[src/rtl/ws_scale_addr_gen.sv]
// ws_scale_addr_gen: maps HDMI pixel coordinates to WonderSwan framebuffer read addresses with integer scaling, centring and optional portrait rotation.
// Build with SCANLINE_EN defined to flag the last replicated line of each source row on scanline.
module ws_scale_addr_gen #(
    parameter int FRAMEWIDTH  = 720,
    parameter int FRAMEHEIGHT = 480,
    parameter int SCALE       = 3,
    parameter int SCALEROT    = 2,
    parameter int WS_W        = 224,
    parameter int WS_H        = 144,
    parameter int CXW         = 11,
    parameter int CYW         = 10
) (
    input  logic           clk,
    input  logic           rst,
    input  logic [CXW-1:0] cx,
    input  logic [CYW-1:0] cy,
    input  logic           rotate,
    output logic [14:0]    rd_addr,
    output logic           rd_en,
    output logic           active,
    output logic           scanline
);
    localparam int SMAX = SCALE > SCALEROT ? SCALE : SCALEROT;
    localparam int SW   = $clog2(SMAX + 1);
    localparam int IW_L = WS_W * SCALE;
    localparam int IH_L = WS_H * SCALE;
    localparam int IW_P = WS_H * SCALEROT;
    localparam int IH_P = WS_W * SCALEROT;
    localparam logic [CXW-1:0] HOFF_L = CXW'((FRAMEWIDTH - IW_L) / 2);
    localparam logic [CXW-1:0] HOFF_P = CXW'((FRAMEWIDTH - IW_P) / 2);
    localparam logic [CXW-1:0] HEND_L = CXW'((FRAMEWIDTH - IW_L) / 2 + IW_L - 1);
    localparam logic [CXW-1:0] HEND_P = CXW'((FRAMEWIDTH - IW_P) / 2 + IW_P - 1);
    localparam logic [CYW-1:0] VOFF_L = CYW'((FRAMEHEIGHT - IH_L) / 2);
    localparam logic [CYW-1:0] VOFF_P = CYW'((FRAMEHEIGHT - IH_P) / 2);
    localparam logic [CYW-1:0] VEND_L = CYW'((FRAMEHEIGHT - IH_L) / 2 + IH_L);
    localparam logic [CYW-1:0] VEND_P = CYW'((FRAMEHEIGHT - IH_P) / 2 + IH_P);
    localparam logic [14:0] START_P = 15'((WS_H - 1) * WS_W);
    // Portrait walks up the source columns, so the horizontal step is -WS_W modulo 2^15.
    localparam logic [14:0] HSTEP_P = 15'(32768 - WS_W);
    localparam logic [14:0] VSTEP_L = 15'(WS_W);

    typedef enum logic [1:0] {H_PRE, H_ACT, H_POST} hstate_t;

    hstate_t        hs;
    logic           rot_q, vin;
    logic [SW-1:0]  vsub, hsub, s_m1;
    logic [14:0]    rowbase, start, hstep, vstep;
    logic [CXW-1:0] hoff, hend;
    logic [CYW-1:0] voff, vend;
    logic           start_h, en_n, last_v, last_h;

    always_comb begin
        hoff    = rot_q ? HOFF_P : HOFF_L;
        hend    = rot_q ? HEND_P : HEND_L;
        voff    = rot_q ? VOFF_P : VOFF_L;
        vend    = rot_q ? VEND_P : VEND_L;
        start   = rot_q ? START_P : 15'd0;
        hstep   = rot_q ? HSTEP_P : 15'd1;
        vstep   = rot_q ? 15'd1 : VSTEP_L;
        s_m1    = rot_q ? SW'(SCALEROT - 1) : SW'(SCALE - 1);
        last_v  = vsub == s_m1;
        last_h  = hsub == s_m1;
        start_h = hs == H_PRE && cx == hoff && vin;
        en_n    = start_h || hs == H_ACT;
    end

    assign active = rd_en;

    always_ff @(posedge clk or posedge rst) begin
        if (rst) begin
            hs      <= H_PRE;
            rot_q   <= 1'b0;
            vin     <= 1'b0;
            vsub    <= '0;
            hsub    <= '0;
            rowbase <= '0;
            rd_addr <= '0;
            rd_en   <= 1'b0;
        end else begin
            if (cx == '0 && cy == '0)
                rot_q <= rotate;
            if (cx == '0) begin
                if (cy == voff) begin
                    rowbase <= start;
                    vsub    <= '0;
                    vin     <= 1'b1;
                end else if (cy == vend) begin
                    vin <= 1'b0;
                end else if (vin) begin
                    vsub <= last_v ? '0 : vsub + SW'(1);
                    if (last_v)
                        rowbase <= rowbase + vstep;
                end
            end
            rd_en <= en_n;
            case (hs)
                H_PRE: if (start_h) begin
                    hs      <= H_ACT;
                    rd_addr <= rowbase;
                    hsub    <= '0;
                end
                H_ACT: begin
                    hsub <= last_h ? '0 : hsub + SW'(1);
                    if (last_h)
                        rd_addr <= rd_addr + hstep;
                    if (cx == hend)
                        hs <= H_POST;
                end
                default: ;
            endcase
            // Any line start forces a resync, which also recovers from cx/cy jumps.
            if (cx == '0)
                hs <= H_PRE;
        end
    end

`ifdef SCANLINE_EN
    logic sc;
    always_ff @(posedge clk or posedge rst) begin
        if (rst)
            sc <= 1'b0;
        else
            sc <= en_n && last_v;
    end
    assign scanline = sc;
`else
    assign scanline = 1'b0;
`endif
endmodule

[config.mk]
export PLATFORM = sky130hd
export DESIGN_NAME = ws_scale_addr_gen
export DESIGN_NICKNAME = d
export VERILOG_FILES = /design/src/rtl/ws_scale_addr_gen.sv
export SDC_FILE = /design/constraint.sdc
export NUM_CORES = 1
export LEC_CHECK = 0
export ABC_AREA = 1
export BUFFER_PORTS_ARGS = -buffer_cell sky130_fd_sc_hd__clkbuf_2
export CAP_MARGIN = 20
export CORE_AREA = 2 2 68 96
export CTS_BUF_LIST = sky130_fd_sc_hd__clkbuf_4 sky130_fd_sc_hd__clkbuf_8
export DETAILED_ROUTE_END_ITERATION = 8
export DIE_AREA = 0 0 70 98
export GPL_TIMING_DRIVEN = 0
export PLACE_DENSITY = 0.88
export SKIP_LAST_GASP = 1
export SLEW_MARGIN = 20
export SYNTH_ARGS = -nofsm -noshare
export SYNTH_HDL_FRONTEND = slang
export SYNTH_SLANG_ARGS = --single-unit
export TNS_END_PERCENT = 20
[constraint.sdc]
create_clock -name clk -period 2.3 [get_ports clk]
set_clock_uncertainty 0.15 [all_clocks]
set_input_delay 0.115 -clock clk [delete_from_list [all_inputs] [get_ports clk]]
set_output_delay 0.115 -clock clk [all_outputs]
set_load 0.03 [all_outputs]
==> flow_summary.toml <==
[worst_hold_path]
hp-class = "primary input to register"
worstHoldPathCells = 6
whs_endpoint = "vin"
holdCritStartpoint = "cy[9]"

[setup_path]
crit_type = "register to register"
end_kind = "register"
r2r-end = "rd_addr[8]"
startpoint_type = "register"
reg2reg_depth = 11
cp_slowest_cell = "dfrtp_2"
reg2reg_slack_ps = 60
crit_buf_inv = 2
critPathArrivalTime_ps = 2330
required_ps = 2390
cp_max_fo = 13
reg2reg_from = "rot_q"
slowest_delay_ps = 420
path_cells = "buf_6 > inv_8 > ha_1 > ha_2 > nand3_2 > o21bai_4 > nand2_1 > or2_2 > nand3_1 > nand3_1 > nand2_1"
critical_path.top_delay_family = "simple AND/OR/NAND/NOR gates"

[clock_network]
clk_latency_ps = 300
cts_tree = "built"
cts_buffers = 5
root_buffer = "clkbuf_8"
htree_num_levels = 2
cts_buffer_depth = 2
clock-sinks = 39
clk_pin_slew_worst_paths_ps = 80

[placed_design]
dpl-instance-area_um2 = 3560
gp_congestion = 0.908
dpl_worst_slack_ps = -335
io_buffers = 40
hpwl_um = 6380

[routing]
vias = 3409
drc_errors = 0
avgViaCountPerCell = 5.34
ant_nets = 0
wire_per_inst_um = 12.9
drtIter0Drc = 143
wl_um = 8230
dr.pass1.iters = 5

[global_routing]
grt-ovfl-total = 0
grt_pass1_wl_um = 14300
grt_use_total_pct = 25.1
grt_max_degree = 34
antenna_found_initial = 0
grt_pass1_vias = 3339

[floorplan]
start_util_pct = 53.9
die_area_um2 = 6860
core_um2 = 6040
dieHeight_um = 98
die_w_um = 70
num_io_pins = 42
rows = 34

[yosys]
synth_flop_cell = "dfrtp_1"
syn_area_per_cell_um2 = 6.35
syn_inst = 512
yosysTopAreaCellShare_pct = 30.0
yosysTopAreaCell = "dfrtp_1"
synth-edff-count = 0
synthDistinctLibCells = 38
ys_seq_elements = 39
seq_area_frac_synth_pct = 30.0
synth_area_um2 = 3250
synth_nets = 550
synth_area_leaders = "dfrtp_1, nand2_1, nand3_1"
yosys_warnings = 0
async_flop_share_pct = 100

[cells_and_area]
design_area_um2 = 3740
antennaDiodeCount = 0
num-nets-final = 603
area_growth_pct = 15.0
final_common_cell = "nand2_1"
n_fill_cell = 559
drive_gt1_share_pct = 14.7
layout_common_cells = "nand2_1, inv_1, nor2_1, nand3_1, clkbuf_2"

[sta]
hold_viol_final = 0
final.setup.worst_slack_ps = 62.7
fmax_ghz = 0.447
drv_slew = 0
setup_viol = 0
period_minus_slack_ps = 2240
post-route-period-util_pct = 97.3
rsz0062_at_grt = "yes"

[pwr]
power_leakage_nw = 2.13
powerDensity_nw_per_um2 = 345
ir_drop_mv = 0.280

[status]
outcome = "complete, no violations"

[run]
maxCapViolations = 0
[worst max-delay path by stage]
stage	startpoint	endpoint	slack (ps)	depth (start not counted)
after CTS	rot_q	rd_addr[8]	40	11
final	rot_q	rd_addr[8]	60	11
after global routing	rot_q	rd_addr[8]	-20	11
after global placement	rot_q	rd_addr[8]	-250	11
after detailed placement	rot_q	rd_addr[8]	-340	11
after floorplan	rot_q	rd_addr[8]	110	11
[worst register-to-register path, delay by kind of cell, from the launching register on]
| kind | cells | cell delay (ps) |
|---|---|---|
| adders and majority gates | 2 | 400 |
| DFF | 1 | 420 |
| AOI/OAI and AO/OA | 1 | 220 |
| buffers and inverters | 2 | 270 |
| and+or+nand+nor | 6 | 720 |
[layout make-up]
| class | count | area [um^2] | share of cell area, % |
|---|---|---|---|
| Clock inverter | 1 | 7.51 | 0.201 |
| Buffer | 12 | 88.8 | 2.38 |
| Multi-Input combinational cell | 396 | 1960 | 52.5 |
| Timing Repair Buffer | 46 | 265 | 7.09 |
| Sequential cell | 39 | 977 | 26.1 |
| Tap cell | 72 | 90.1 | 2.41 |
| Clock buffer | 7 | 96.3 | 2.58 |
| Inverter | 65 | 251 | 6.72 |
[what timing repair did]
item | 4_1_cts | 5_1_grt
hold buffers | 3 | 0
hold endpoints to repair | 40 | 0
gates resized for setup | 3 | 4
setup endpoints to repair | 14 | 6
cloned | 0 | 0
pin swaps | 0 | 1
setup buffers | 2 | 0
[per-layer routing]
| layer | wire length, um | part of all wire (%) | GRT usage, % |
|---|---|---|---|
| met5 | 0 | 0 | 0 |
| met4 | 186 | 2.3 | 8.73 |
| met1 | 3210 | 39 | 26.8 |
| met2 | 4470 | 54 | 49.5 |
| met3 | 367 | 4.5 | 2.89 |
[through the flow]
stage / power, mW / setup TNS, ps / hold WS, ps / std cells / utilization (%)
floorplan: 0.733 / 0 / 124 / 512 / -
global placement: 0.762 / -1000 / 218 / 624 / 58.7
detailed placement: 0.770 / -1580 / -147 / 625 / 59.0
CTS: 1.29 / 0 / 92.3 / 638 / 61.7
global route: 1.33 / -17.1 / 90.4 / 638 / 61.9
finish: 1.29 / 0 / 60.5 / 638 / 61.9
[state kept, by name, indices dropped and copies added (netlist names)]
register / cells
active: 1
hs: 2
hsub: 2
rd_addr: 15
rot_q: 1
rowbase: 15
vin: 1
vsub: 2
[cell families (layout without fill, tap and decap cells)]
group	Yosys count	after routing	synth area share [%]
adder cells (fa/ha/maj)	14	14	5.38
AO/OA/AOI/OAI	57	57	9.73
flip-flops	39	39	30.0
AND/OR/NAND/NOR	312	312	41.1
other	1	1	0.115
buffers and inverters	77	131	10.5
XOR/XNOR	12	12	3.23
[synth_stat cells (all sizes together) (2+ instances only)]
cell / n
a21oi: 18
buf: 8
clkbuf: 4
dfrtp: 39
ha: 14
inv: 64
nand2: 175
nand3: 55
nand3b: 2
nand4: 7
nor2: 63
nor3: 5
o211ai: 3
o21ai: 31
o21bai: 2
or2: 3
xnor2: 6
xor2: 6
[report_power, final]
group          leakage [nW]  switching, mW  internal (mW)
clock network        0.0505          0.258          0.273
logic                  1.56         0.0427         0.0297
registers             0.513      0.0000592          0.685
Power figures use the tool's default switching activity.
